**src/rtl/img_cap_ctrl.sv**
```systemverilog
// Image capture controller.
// Hands one frame capture at a time to an external image memory (write side),
// then arbitrates two read ports onto the single memory read port once a
// complete frame is held.
module img_cap_ctrl #(
   parameter int IMG_WIDTH  = 640,
   parameter int IMG_HEIGHT = 480,
   parameter int PIXELS     = IMG_WIDTH * IMG_HEIGHT,
   parameter int DATA_WIDTH = 8,
   parameter int TIMEOUT    = 1024,
   localparam int AW        = $clog2(PIXELS) + 1
) (
   input  logic                  clk,
   input  logic                  n_rst,
   input  logic                  cap_req,
   output logic                  cap_busy,
   output logic                  cap_done,
   output logic                  cap_err,
   output logic                  frame_valid,
   output logic                  mem_w_req,
   input  logic                  mem_w_busy,
   output logic [AW-1:0]         mem_r_addr,
   input  logic [DATA_WIDTH-1:0] mem_dout,
   input  logic                  rd0_req,
   input  logic [AW-1:0]         rd0_addr,
   output logic                  rd0_gnt,
   output logic                  rd0_valid,
   input  logic                  rd1_req,
   input  logic [AW-1:0]         rd1_addr,
   output logic                  rd1_gnt,
   output logic                  rd1_valid,
   output logic [DATA_WIDTH-1:0] rd_data
);

   localparam logic [1:0] IDLE      = 2'd0;
   localparam logic [1:0] ARM       = 2'd1;
   localparam logic [1:0] WAIT_BUSY = 2'd2;
   localparam logic [1:0] CAPT      = 2'd3;

   // Wide enough to hold TIMEOUT-1 without wrapping.
   localparam int CW = $clog2(TIMEOUT) + 1;

   logic [1:0]    state_q, state_d;
   logic [CW-1:0] cnt_q, cnt_d;
   logic          done_q, done_d;
   logic          err_q, err_d;
   logic          fv_q, fv_d;

   logic          ptr_q, ptr_d;
   logic          gnt0_q, gnt0_d;
   logic          gnt1_q, gnt1_d;
   logic [AW-1:0] addr_q, addr_d;
   logic          vld0_q, vld1_q;
   logic          oob_q;

   logic          rd_allow;
   logic          elig0, elig1;

   // Capture sequencing: next state, timeout counter and capture status pulses.
   always_comb begin
      state_d = state_q;
      cnt_d   = cnt_q;
      done_d  = 1'b0;
      err_d   = 1'b0;
      fv_d    = fv_q;
      case (state_q)
         IDLE: begin
            cnt_d = '0;
            if (cap_req) begin
               state_d = ARM;
               // Old frame is about to be overwritten, so it stops being valid
               // as soon as the write request goes out.
               fv_d    = 1'b0;
            end
         end
         ARM: begin
            cnt_d   = '0;
            state_d = WAIT_BUSY;
         end
         WAIT_BUSY: begin
            if (mem_w_busy) begin
               state_d = CAPT;
            end else if (cnt_q == CW'(TIMEOUT - 2)) begin
               // Incrementing now would reach TIMEOUT-1: give up.
               state_d = IDLE;
               err_d   = 1'b1;
            end else begin
               cnt_d = cnt_q + 1'b1;
            end
         end
         CAPT: begin
            if (!mem_w_busy) begin
               state_d = IDLE;
               done_d  = 1'b1;
               fv_d    = 1'b1;
            end
         end
         default: state_d = IDLE;
      endcase
   end

   // Capture state and status registers.
   always_ff @(posedge clk or negedge n_rst) begin
      if (!n_rst) begin
         state_q <= IDLE;
         cnt_q   <= '0;
         done_q  <= 1'b0;
         err_q   <= 1'b0;
         fv_q    <= 1'b0;
      end else begin
         state_q <= state_d;
         cnt_q   <= cnt_d;
         done_q  <= done_d;
         err_q   <= err_d;
         fv_q    <= fv_d;
      end
   end

   // Round-robin read arbitration; a port granted last cycle sits out one
   // cycle because its request is still visible while it reacts to the grant.
   always_comb begin
      rd_allow = (state_q == IDLE) && fv_q && !cap_req;
      elig0    = rd0_req && !gnt0_q;
      elig1    = rd1_req && !gnt1_q;
      gnt0_d   = 1'b0;
      gnt1_d   = 1'b0;
      if (rd_allow) begin
         if (elig0 && elig1) begin
            gnt0_d = !ptr_q;
            gnt1_d = ptr_q;
         end else begin
            gnt0_d = elig0;
            gnt1_d = elig1;
         end
      end
      ptr_d  = ptr_q;
      addr_d = addr_q;
      if (gnt0_d) begin
         ptr_d  = 1'b1;
         addr_d = rd0_addr;
      end else if (gnt1_d) begin
         ptr_d  = 1'b0;
         addr_d = rd1_addr;
      end
   end

   // Grant, read address and read-valid pipeline.
   always_ff @(posedge clk or negedge n_rst) begin
      if (!n_rst) begin
         ptr_q  <= 1'b0;
         gnt0_q <= 1'b0;
         gnt1_q <= 1'b0;
         addr_q <= '0;
         vld0_q <= 1'b0;
         vld1_q <= 1'b0;
         oob_q  <= 1'b0;
      end else begin
         ptr_q  <= ptr_d;
         gnt0_q <= gnt0_d;
         gnt1_q <= gnt1_d;
         addr_q <= addr_d;
         vld0_q <= gnt0_q;
         vld1_q <= gnt1_q;
         // Out-of-frame addresses are still served, but their data is forced to 0.
         oob_q  <= (addr_q >= AW'(PIXELS));
      end
   end

   assign cap_busy    = (state_q != IDLE);
   assign mem_w_req   = (state_q == ARM);
   assign cap_done    = done_q;
   assign cap_err     = err_q;
   assign frame_valid = fv_q;
   assign mem_r_addr  = addr_q;
   assign rd0_gnt     = gnt0_q;
   assign rd1_gnt     = gnt1_q;
   assign rd0_valid   = vld0_q;
   assign rd1_valid   = vld1_q;
   assign rd_data     = ((vld0_q || vld1_q) && !oob_q) ? mem_dout : '0;

endmodule

```
**config.mk**
```make
export PLATFORM = sky130hd
export DESIGN_NAME = img_cap_ctrl
export DESIGN_NICKNAME = d
export VERILOG_FILES = /design/src/rtl/img_cap_ctrl.sv
export SDC_FILE = /design/constraint.sdc
export NUM_CORES = 1
export LEC_CHECK = 0
export BUFFER_PORTS_ARGS = -buffer_cell sky130_fd_sc_hd__buf_2
export CAP_MARGIN = 30
export CORE_ASPECT_RATIO = 1.75
export CORE_MARGIN = 1.5
export CORE_UTILIZATION = 42
export CTS_CLUSTER_DIAMETER = 150
export CTS_CLUSTER_SIZE = 28
export DETAILED_ROUTE_END_ITERATION = 10
export PLACE_DENSITY = 0.77
export REMOVE_ABC_BUFFERS = 1
export SYNTH_ARGS = -nofsm -noshare
export SYNTH_HDL_FRONTEND = slang
export SYNTH_SLANG_ARGS = --single-unit
```
**constraint.sdc**
```tcl
create_clock -name clk -period 1.6 [get_ports clk]
set_input_delay 0.32 -clock clk [delete_from_list [all_inputs] [get_ports clk]]
set_output_delay 0.32 -clock clk [all_outputs]
set_load 0.005 [all_outputs]
```
# --- Yosys cells after proc, flatten, opt, wreduce, memory -nomap -nowiden ---
# Index checks and enable logic that the tools add are counted.
word_totals:
  reg_bits: 42
  inputBits: 54
  elab_cells: 69
op_classes:
  n_addsub: 1
  order_cmp: 1
  eq_ne: 9
  mux: 25
  n_reduce_logical: 21
ops:
  columns: ["operator", "count"]
  rows:
  - ["two-way mux 20 bit", 2]
  - ["two-way mux 11 bit", 2]
  - ["case mux 11 bit (2 select lines)", 1]
  - [">= comparator 20 x 19 -> 1 bit (second input constant)", 1]
  - ["two-way mux 1 bit", 13]
  - ["adder 11 x 1 -> 11 bit (second input constant)", 1]
  - ["equality test 11 x 10 -> 1 bit (second input constant)", 1]
  - ["AND reduction 3 bit", 3]
  - ["two-way mux 2 bit", 4]
  - ["two-way mux 8 bit", 1]
  - ["inequality test 2 bit (second input constant)", 4]
  - ["case mux 2 bit (4 select lines)", 1]
  - ["nonzero test 2 bit", 4]
  - ["logical AND 1 bit", 6]
  - ["logical NOT 1 bit", 5]
  - ["equality test 2 bit (second input constant)", 2]
  - ["inequality test 3 bit (second input constant)", 1]
  - ["equality test 2 x 1 -> 1 bit (second input constant)", 1]
  - ["logical NOT 2 bit", 1]
  - ["case mux 1 bit (2 select lines)", 1]
  - ["OR reduction 2 bit", 1]
  - ["logical OR 1 bit", 1]

# --- Longest topological paths before layout ---
# Gate-level depths: netlist of the first run.
logic_depth:
  word_depth: 7
  depth_mapped: 7
  mapped_depth_nobuf: 6

# --- Least setup slack after synthesis of the first run ---
# No wires, ideal clock.
synth_timing:
  path_type: "reg-to-reg"
  startpoint: "register state_q[0]"
  endpoint: "register addr_q[0] (netlist: mem_r_addr[0])"
  setup_time_ns: 0.141
  arrival_time_ns: 1.676
  required_time_ns: 1.459
  path_slack_ns: -0.217
  stages_incl_launch_ff: 7
  path_cell_list: "dfrtp_1 -> buf_6 -> or4b_4 -> a311o_1 -> clkbuf_1 -> nand2_1 -> a31oi_1"
synth_between:
  elab_chain_cells: 5
synth_rtl:
  columns: ["element", "line_no", "rtl"]
  rows:
  - ["from (decl)", "43", "logic [1:0] state_q, state_d;"]
  - ["from (signal assigned)", "111", "state_q <= state_d;"]
  - ["logical NOT 2 bit (*)", "122", "rd_allow = (state_q == IDLE) && fv_q && !cap_req;"]
  - ["logical AND 1 bit (*) (2 in a row)", "122", null]
  - ["two-way mux 1 bit", "127", "if (rd_allow) begin"]
  - ["two-way mux 20 bit / nonzero test 2 bit (equally long branches)", null, null]
  - ["to (signal assigned)", "161", "addr_q <= addr_d;"]
  - ["to (decl)", "52", "logic [AW-1:0] addr_q, addr_d;"]
# Mark *: on every way between the ends. The rest lies on a longest branch, timed or not.
# A chain may end at the register's enable or synchronous reset.

# --- Worst setup path in the final report of the first run ---
layout_timing:
  startpoint: "register state_q[1]"
  endpoint: "register addr_q[6] (netlist: mem_r_addr[6])"
# The elaborated chain is that of the path after synthesis.

==> results of run 1 <==
-- final cells by class --
cell class / count / area (um^2)
Fill cell: 416 / 1856
Sequential cell: 42 / 1052
Multi-Input combinational cell: 163 / 949.7
Timing Repair Buffer: 110 / 644.4
Clock buffer: 6 / 72.57
Tap cell: 52 / 65.06
Inverter: 5 / 18.77
Clock inverter: 1 / 7.507
-- cells by family after synthesis --
| logic type | count (synthesis) | share of synthesized area (%) |
|---|---|---|
| fa+ha+maj | 2 | 1.241 |
| buf+inv | 16 | 4.158 |
| mux | 1 | 0.4966 |
| flops | 42 | 52.14 |
| simple gates | 113 | 25.51 |
| xor+xnor | 3 | 1.304 |
| compound gates | 44 | 15.15 |
-- layer usage --
metal	global-route usage (%)	up-vias	wire, um
li1	-	978	-
met1	20.85	896	1970
met2	36.51	68	2844
met3	3.425	8	217
met4	8.943	0	89
met5	0	-	0
-- synthesized netlist by cell type --
library cell,number
or4b_4,1
buf_6,3
o31ai_1,1
a311o_1,2
nand2b_1,2
o2111ai_1,1
buf_2,1
and4_1,1
clkbuf_1,7
and4b_1,1
dfrtp_1,42
nand3_1,4
o211ai_1,1
o21ai_0,3
inv_2,1
nand2_1,52
xor2_1,2
nor2_1,33
and3_1,1
a311oi_1,2
mux2i_1,1
a31oi_1,22
ha_1,2
a221o_1,1
nor2b_1,1
a21o_1,3
and4bb_2,1
and2_1,10
o311ai_0,2
o41ai_1,2
nor3_1,1
nand4_1,1
or4_1,2
nor3b_1,1
a211o_1,1
nand4b_1,1
xnor2_1,1
inv_1,4
a21oi_1,3
-- what timing repair did --
action	in CTS	in global routing
gates resized for setup	3	18
pin swaps	1	9
endpoints found under the hold margin	17	0
buffers inserted	2	3
setup endpoints to repair	21	36
hold buffers	1	0
-- worst min-delay path, stage by stage --
cell	delay, ns
buf_2	0.10
nand2_1	0.05
a31oi_1	0.06
-- final timing paths --
path	start	slack [ns]	cells after the start	end
setup / recovery	state_q[1]	-0.19	6	mem_r_addr[6]
hold / removal	rd1_addr[3]	0.27	3	mem_r_addr[3]
setup reg to reg	state_q[1]	-0.19	6	mem_r_addr[6]
hold reg to reg	rd0_gnt	0.40	0	rd0_valid
max in group asynchronous	n_rst	0.61	3	cnt_q[9]
min in group asynchronous	n_rst	0.50	2	cap_done
-- metrics by stage --
step	utilization (%)	total power, uW	cells	setup TNS (ns)
5_1_grt	60.23	3959	379	-5.202
6_report	60.23	3697	379	-3.584
3_5_place_dp	55.99	2955	366	-3.453
3_3_place_gp	55.99	2906	366	-2.906
2_1_floorplan	-	2265	210	-25.11
4_1_cts	58.43	3614	376	-3.620
-- report_power, final --
group	leakage (uW)	internal [uW]	total, uW	switching [uW]
logic	0.000831	719	1410	690
registers	0.000515	1420	1650	230
clock network	0.0000373	299	642	343
total	0.00138	2430	3700	1260
==> impl_results.md, run 1 <==
- Count of pins over their slew limit: 0
- CTS Buffer Depth: 2
- Failing checks: setup timing
- IO Pins: a little over 90
- DP Wirelength: 3781 um
- CTS Buf Count: 5
- Setup crit end kind: register
- Port Buffers: 90
- Unrepaired setup endpoints after global routing: yes
- Share of layout cells above drive strength 1: about two fifths
- Final Wtd Congestion: approximately 0.86
- Reg clk slew, reported paths: roughly 0.080 ns
- Setup crit start kind: register
- Ys Warns: 0
- Max reg flops: 20
- Most common cell after layout, fill and taps aside: buf_2
- Seq cells post-synth: 42
- Clock skew: approximately 0.0066 ns
- H-tree depth: 2
- Initial core utilization: between 40% and 50%
- CTS tree: done
- Max-Cap Viols: 0
- Die height: approximately 95 um
- DRC: 0
- Die Span X: 55.37 um
- Post-route ant nets: 0
- Grt total ovfl: 0
- Pin count of the biggest net entering global routing: just over 40
- Cell variety after synth: 39
- Total number of vias: between 1500 and 2000
- Part of the Yosys area used for sequential elements: a little over half
- Vias in the first global route: 1918
- Final setup violation count: 21
- Ranking of synthesized cells by area: dfrtp_1, nand2_1, a31oi_1
- Post-synth top area cell: dfrtp_1
- Final Hold Fails: 0
- Mapped Area: ~0.0020 mm^2
- Setup WS post-layout: -0.1937 ns
- Core Box Area: ~0.0047 mm^2
- Max VDD drop: about 1400 uV
- Hold Crit Class: in -> reg
- Critical Path, Cell by Cell: or4b_4 -> a311o_1 -> inv_2 -> buf_12 -> nand2_1 -> a31oi_1
- Worst EP required: approximately 1.8 ns
- Actual slew at the worst max-slew pin: about 0.43 ns
- TritonRoute pass-1 iters: 4
- Die Area: approximately 0.0052 mm^2
- Root Buffer: clkbuf_8
- Critical Path Max Stage Delay: ~0.55 ns
- Syn Area/Cell: around 9.1 um^2
- Crit-path slowest cell: or4b_4
- Buf+Inv Stages, Crit Path: 2
- Family with the most delay on the worst path: simple AND/OR/NAND/NOR gates
- Min Tclk post-route: about 1.8 ns
- Most frequent cells in the layout: buf_2, nand2_1, dfrtp_1, nor2_1, a31oi_1
- FMAX: 557.5 MHz
- Synth-to-layout area growth: 39.42%
- Crit Path Category: reg -> reg
- Final Instance Area: ~0.0028 mm^2
- Diodes inserted: 0
- Post-synth top area share: 52.14%
- Sink Count: 42
- Relative slew margins: 71.02%
- WHS: 0.2716 ns
- Fin crit share: 112.1%
- CP arrival: about 2 ns
- First-pass GRT wire length: 8190 um
- Pwr per Cell Area: 1315 mW/mm^2
- WL final: between 5000 and 6000 um
- Nets@finish: roughly 380
- Number of DRC markers in iteration 0: 76
- Max FO, Critical Path: 16
- Initial antenna violation count: 0
- DR WL/cell: roughly 14 um
- Detailed-route vias per instance: roughly 5
- Syn Inst Count: 221
- Worst-Skew Late Latency: 0.29 ns
- Status: finished with violations
- Total GRT Usage: between 10% and 20%
- Worst slack at placement: -0.1936 ns
- Num rows: 33
- Placed Area: 0.002613 mm^2
- LEAKAGE: ~0.0014 uW
Power figures use the tool's default switching activity.
==> run 2, diff against run 1 <==
--- a/config.mk
+++ b/config.mk
@@ -18,3 +18,4 @@
 export SYNTH_ARGS = -nofsm -noshare
 export SYNTH_HDL_FRONTEND = slang
 export SYNTH_SLANG_ARGS = --single-unit
+export TNS_END_PERCENT = 20
==> run 2 against run 1 <==
The flow still finishes with violations (setup timing). Hold slack got worse by 0.0049 ns. Global-route usage is 0.12 points lower. Worst setup slack worse by 0.0042 ns. Flip-flop and latch count is the same. Non-clock buffer count down 5. Routed wire length down 4.9%. First-iteration DRC count shrank 64%. Fmax shrank 0.23%. Clock skew rose by 0.00067 ns. Highest routed layer unchanged.
==> impl_results.md, run 2 (synthesis gave the netlist of run 1 again) <==
- Status: finished with violations (unchanged)
- Failing checks: setup timing (unchanged)
- Reg clk slew, reported paths: 0.08 ns (about the same)
- DRC: 0 (unchanged)
- WL final: 4872 um (was 5122 um)
- First-pass GRT wire length: 8135 um (was 8190 um)
- CTS Buf Count: 5 (unchanged)
- Synth-to-layout area growth: 35.20% (was 39.42%)
- Fill cells: 433 (was 416)
- CTS tree: done (unchanged)
- Sink Count: 42 (unchanged)
- Setup repair bufs after CTS: 0 (was 2)
- Unrepaired setup endpoints after global routing: yes (unchanged)
- Nets@finish: 378 (was 383)
- Setup crit end kind: register (unchanged)
- Family with the most delay on the worst path: simple AND/OR/NAND/NOR gates (unchanged)
- Area of the multi-input gates: 907.1 um^2 (was 949.7 um^2)
- Port Buffers: 90 (unchanged)
- CP arrival: 2.01 ns (was 2.00 ns)
- LEAKAGE: 0.001360 uW (was 0.001383 uW)
- Number of DRC markers in iteration 0: 27 (was 76)
- Vias in the first global route: 1885 (was 1918)
- Crit-path slowest cell: or4b_4 (unchanged)
- Clock skew: 0.007231 ns (was 0.006562 ns)
- Max reg flops: 20 (unchanged)
- Worst-Skew Late Latency: 0.29 ns (about the same)
- Non-Filler Instances: 374 (was 379)
- Final Hold Fails: 0 (unchanged)
- Die Area: 0.005240 mm^2 (unchanged)
- Max-Cap Viols: 0 (unchanged)
- Buf+Inv Stages, Crit Path: 2 (unchanged)
- Root Buffer: clkbuf_8 (unchanged)
- Crit Path Category: reg -> reg (unchanged)
- Clock power share: 18.1% (was 17.4%)
- Initial core utilization: 43.20% (unchanged)
- Placed instance count: 366 (unchanged)
- Count of pins over their slew limit: 0 (unchanged)
- Grt total ovfl: 0 (unchanged)
- Core Box Area: 0.004666 mm^2 (unchanged)
- Max FO, Critical Path: 16 (unchanged)
- Min Tclk post-route: 1.798 ns (was 1.794 ns)
- Diodes inserted: 0 (unchanged)
- Fin crit share: 112.4% (was 112.1%)
- Die Span X: 55.37 um (unchanged)
- Worst EP required: 1.81 ns (about the same)
- Post-route ant nets: 0 (unchanged)
- Critical Path Max Stage Delay: 0.55 ns (about the same)
- Share of layout cells above drive strength 1: 37.89% (was 40.98%)
- H-tree depth: 2 (unchanged)
- Actual slew at the worst max-slew pin: 0.4319 ns (was 0.4347 ns)
- Most common cell after layout, fill and taps aside: buf_2 (unchanged)
- DP Wirelength: 3781 um (unchanged)
- P_int: 2367 uW (was 2434 uW)
- Setup WS post-layout: -0.1979 ns (was -0.1937 ns)
- Sw Ratio: 33.79% (was 34.15%)
- Seq. cell area: 0.001051 mm^2 (was 0.001052 mm^2)
- Max VDD drop: 1312 uV (was 1422 uV)
- Num rows: 33 (unchanged)
- Total number of vias: 1913 (was 1950)
- WHS: 0.2666 ns (was 0.2716 ns)
- FMAX: 556.2 MHz (was 557.5 MHz)
- TritonRoute pass-1 iters: 4 (unchanged)
- DR WL/cell: 13.03 um (was 13.51 um)
- P_sw: 1208 uW (was 1263 uW)
- Relative slew margins: 71.21% (was 71.02%)
- Initial antenna violation count: 0 (unchanged)
- Final Wtd Congestion: 0.8558 (unchanged)
- Pin count of the biggest net entering global routing: 41 (unchanged)
- Critical Path, Cell by Cell: or4b_4 -> a311o_1 -> inv_2 -> buf_12 -> nand2_1 -> a31oi_1 (unchanged)
- CTS Buffer Depth: 2 (unchanged)
- Final setup violation count: 20 (was 21)
- Total GRT Usage: 19.34% (was 19.45%)
- Die height: 94.65 um (unchanged)
- Pwr per Cell Area: 1312 mW/mm^2 (was 1315 mW/mm^2)
- Sequential share of power: 45.7% (was 44.5%)
- Hold Crit Class: in -> reg (unchanged)
- Most frequent cells in the layout: buf_2, nand2_1, dfrtp_1, nor2_1, a31oi_1 (unchanged)
- IO Pins: 91 (unchanged)
- Power share of the combinational group: 36.2% (was 38.1%)
- Setup crit start kind: register (unchanged)
- Detailed-route vias per instance: 5.115 (was 5.145)
==> run 2: area by class of cell <==
type / count / share of cell area [%]
multi-input combinational: 163 / 33.29
timing repair buffer: 105 / 22.13
tap: 52 / 2.388
sequential: 42 / 38.57
clock inverter: 1 / 0.2755
clock buffer: 6 / 2.663
inverter: 5 / 0.6887
==> run 2: per-layer routing <==
| metal | vias up | part of all wire (%) | global-route usage, % | wire (um) |
|---|---|---|---|---|
| met2 | 54 | 56 | 36.51 | 2712 |
| li1 | 966 | - | - | - |
| met4 | 0 | 1.7 | 8.333 | 82 |
| met5 | - | 0 | 0 | 0 |
| met1 | 886 | 39 | 20.85 | 1884 |
| met3 | 7 | 3.9 | 3.288 | 192 |
==> run 2: what timing repair did <==
item / 4_1_cts / 5_1_grt
gates resized for setup: 0 / 11
setup endpoints to repair: 21 / 36
hold buffers: 1 / 0
endpoints found under the hold margin: 17 / 0
pin swaps: 11 / 10
==> run 2: worst min-delay path, cell delays in order <==
cell and delay, ns:
buf_2 0.10, nand2_1 0.04, a31oi_1 0.06
==> run 2: per-stage QoR <==
step	setup WS (ns)	util [%]	cell area, um^2	setup TNS [ns]	total power [uW]
after detailed placement	-0.1936	55.99	2613	-3.453	2955
after CTS	-0.2030	57.92	2703	-3.639	3603
after global placement	-0.1546	55.99	2613	-2.906	2906
after global routing	-0.2895	58.41	2725	-5.207	3844
after floorplan	-1.252	-	1951	-25.11	2265
final	-0.1979	58.41	2725	-3.599	3574
==> run 2: path summary, 6_finish.rpt <==
| kind | slack [ns] | start | to | cells after the start |
|---|---|---|---|---|
| worst max-delay path | -0.20 | state_q[1] | mem_r_addr[6] | 6 |
| worst min-delay path | 0.27 | rd0_addr[3] | mem_r_addr[3] | 3 |
| worst max register to register | -0.20 | state_q[1] | mem_r_addr[6] | 6 |
| worst min register to register | 0.40 | rd0_gnt | rd0_valid | 0 |
| max in group asynchronous | 0.62 | n_rst | cnt_q[3] | 3 |
| min in group asynchronous | 0.49 | n_rst | cap_done | 2 |
==> run 2: power groups by stage <==
stage / sequential, uW / combinational [uW] / clock [uW]
floorplan: 1690 / 577 / 0
global placement: 1640 / 1260 / 0
detailed placement: 1660 / 1300 / 0
CTS: 1630 / 1300 / 665
global route: 1690 / 1450 / 704
finish: 1630 / 1290 / 648
==> run 3, diff against run 2 <==
--- a/config.mk
+++ b/config.mk
@@ -9,11 +9,12 @@
 export CAP_MARGIN = 30
 export CORE_ASPECT_RATIO = 1.75
 export CORE_MARGIN = 1.5
-export CORE_UTILIZATION = 42
+export CORE_UTILIZATION = 44
+export CTS_BUF_LIST = sky130_fd_sc_hd__clkbuf_8
 export CTS_CLUSTER_DIAMETER = 150
 export CTS_CLUSTER_SIZE = 28
 export DETAILED_ROUTE_END_ITERATION = 10
-export PLACE_DENSITY = 0.77
+export PLACE_DENSITY = 0.8
 export REMOVE_ABC_BUFFERS = 1
 export SYNTH_ARGS = -nofsm -noshare
 export SYNTH_HDL_FRONTEND = slang
==> run 3 against run 2 <==
The run still ends with setup timing left. Routed wire length up 2.5%. Via count up 4.9%. Critical path depth unchanged. Final cell count up 1.1%. Die area down 4.4%. Power up 2.1%. Clock skew down 0.00062 ns. Non-clock buffer count up 4. Clock power up 2%. Critical path type unchanged.
==> impl_results.md, run 3 (synthesis gave the netlist of run 1 again) <==
- Power share of the combinational group: 36.8% (was 36.2%)
- Most common cell after layout, fill and taps aside: buf_2 (unchanged)
- DP Wirelength: 3835 um (was 3781 um)
- Grt total ovfl: 0 (unchanged)
- Total number of vias: 2007 (was 1913)
- Tot Pwr: 3651 uW (was 3574 uW)
- Fin crit share: 112.7% (was 112.4%)
- Status: finished with violations (unchanged)
- Max reg flops: 20 (unchanged)
- Worst-Skew Late Latency: 0.29 ns (about the same)
- Post-route ant nets: 0 (unchanged)
- CP arrival: 2.01 ns (about the same)
- Relative slew margins: 68.25% (was 71.21%)
- Placed Area: 0.002621 mm^2 (was 0.002613 mm^2)
- Diodes inserted: 0 (unchanged)
- Crit Path Category: reg -> reg (unchanged)
- Vias in the first global route: 1886 (was 1885)
- Clock power share: 18.1% (about the same)
- Pin count of the biggest net entering global routing: 41 (unchanged)
- First-pass GRT wire length: 8086 um (was 8135 um)
- Die height: 92.54 um (was 94.65 um)
- Min Tclk post-route: 1.804 ns (was 1.798 ns)
- Die Span X: 54.17 um (was 55.37 um)
- Count of pins over their slew limit: 0 (unchanged)
- Num rows: 32 (was 33)
- H-tree depth: 2 (unchanged)
- Pwr per Cell Area: 1323 mW/mm^2 (was 1312 mW/mm^2)
- Setup crit start kind: register (unchanged)
- Nets@finish: 382 (was 378)
- Share of layout cells above drive strength 1: 39.14% (was 37.89%)
- P_int: 2400 uW (was 2367 uW)
- Port Buffers: 90 (unchanged)
- Unrepaired setup endpoints after global routing: yes (unchanged)
- P_sw: 1251 uW (was 1208 uW)
- Most frequent cells in the layout: buf_2, nand2_1, dfrtp_1, nor2_1, a31oi_1 (unchanged)
- Detailed-route vias per instance: 5.310 (was 5.115)
- Final core occ: 62.67% (was 58.41%)
- DRC: 0 (unchanged)
- Final setup violation count: 22 (was 20)
- DR WL/cell: 13.22 um (was 13.03 um)
- Final Hold Fails: 0 (unchanged)
- Number of DRC markers in iteration 0: 47 (was 27)
- Final Wtd Congestion: 0.8081 (was 0.8558)
- CTS tree: done (unchanged)
- Hold Crit Class: in -> reg (unchanged)
- Initial core utilization: 45.77% (was 43.20%)
- Reg clk slew, reported paths: 0.08 ns (about the same)
- Initial antenna violation count: 0 (unchanged)
- Sequential share of power: 45.1% (was 45.7%)
- Sink Count: 42 (unchanged)
- Worst slack at placement: -0.2086 ns (was -0.1936 ns)
- Final Instance Area: 0.002760 mm^2 (was 0.002725 mm^2)
- Worst EP required: 1.80 ns (was 1.81 ns)
- LEAKAGE: 0.001388 uW (was 0.001360 uW)
- Core Box Area: 0.004404 mm^2 (was 0.004666 mm^2)
- Clock skew: 0.006607 ns (was 0.007231 ns)
- Max FO, Critical Path: 21 (was 16)
- CTS Buf Count: 5 (unchanged)
- Die Area: 0.005012 mm^2 (was 0.005240 mm^2)
- Actual slew at the worst max-slew pin: 0.4762 ns (was 0.4319 ns)
- TritonRoute pass-1 iters: 5 (was 4)
- Failing checks: setup timing (unchanged)
- Max VDD drop: 944.7 uV (was 1312 uV)
- Sw Ratio: 34.26% (was 33.79%)
- Synth-to-layout area growth: 36.93% (was 35.20%)
- Max-Cap Viols: 0 (unchanged)
- WHS: 0.2721 ns (was 0.2666 ns)
- FMAX: 554.4 MHz (was 556.2 MHz)
- WL final: 4996 um (was 4872 um)
- Setup crit end kind: register (unchanged)
- Setup WS post-layout: -0.2036 ns (was -0.1979 ns)
- Total GRT Usage: 21.27% (was 19.34%)
- CTS Buffer Depth: 2 (unchanged)
- IO Pins: 91 (unchanged)
- Root Buffer: clkbuf_8 (unchanged)
[run 3: path summary, 6_finish.rpt]
kind / start / end / slack, ns / cells past startpoint
setup / recovery: state_q[1] / mem_r_addr[16] / -0.20 / 6
setup reg to reg: state_q[1] / mem_r_addr[16] / -0.20 / 6
max in group asynchronous: n_rst / mem_r_addr[18] / 0.54 / 3
min in group asynchronous: n_rst / cap_done / 0.52 / 2
hold / removal: rd1_addr[13] / mem_r_addr[13] / 0.27 / 3
hold reg to reg: rd0_gnt / rd0_valid / 0.41 / 0
[run 3: layer usage]
layer | track usage [%] | vias up | part of all wire, %
met3 | 3.065 | 4 | 4.0
met1 | 24.31 | 964 | 37
met4 | 6.667 | 0 | 1.1
met5 | 0 | - | 0
li1 | - | 976 | -
met2 | 38.45 | 63 | 58
[run 3: layout make-up]
cell class	instances	area, um^2
Tap cell	51	63.81
Multi-Input combinational cell	163	915.9
Timing Repair Buffer	109	624.3
Clock inverter	3	17.52
Clock buffer	5	68.82
Inverter	5	18.77
Sequential cell	42	1051
Fill cell	386	1644
[run 3: repair_timing]
action,in CTS,in global routing
resized for setup,4,9
setup buffers,0,1
hold endpoints to repair,6,0
hold buffers,1,0
endpoints found under the setup margin,23,36
pin swaps,6,4
[run 3: power groups by stage]
stage | sequential, uW | clock (uW) | combinational (uW)
6_report | 1650 | 659 | 1340
5_1_grt | 1700 | 725 | 1510
4_1_cts | 1650 | 681 | 1330
3_5_place_dp | 1660 | 0 | 1320
3_3_place_gp | 1650 | 0 | 1270
2_1_floorplan | 1690 | 0 | 577
[run 3: metrics by stage]
step,setup TNS [ns],instances
global placement,-2.566,368
floorplan,-25.11,210
CTS,-3.480,377
detailed placement,-3.445,368
finish,-3.351,378
global route,-5.087,378
[run 3: critical path, stage by stage (launching register included)]
cell and delay, ns:
dfrtp_1 0.39, or4b_4 0.54, a311o_1 0.32, inv_2 0.08, buf_12 0.15, nand2_1 0.06
a31oi_1 0.19
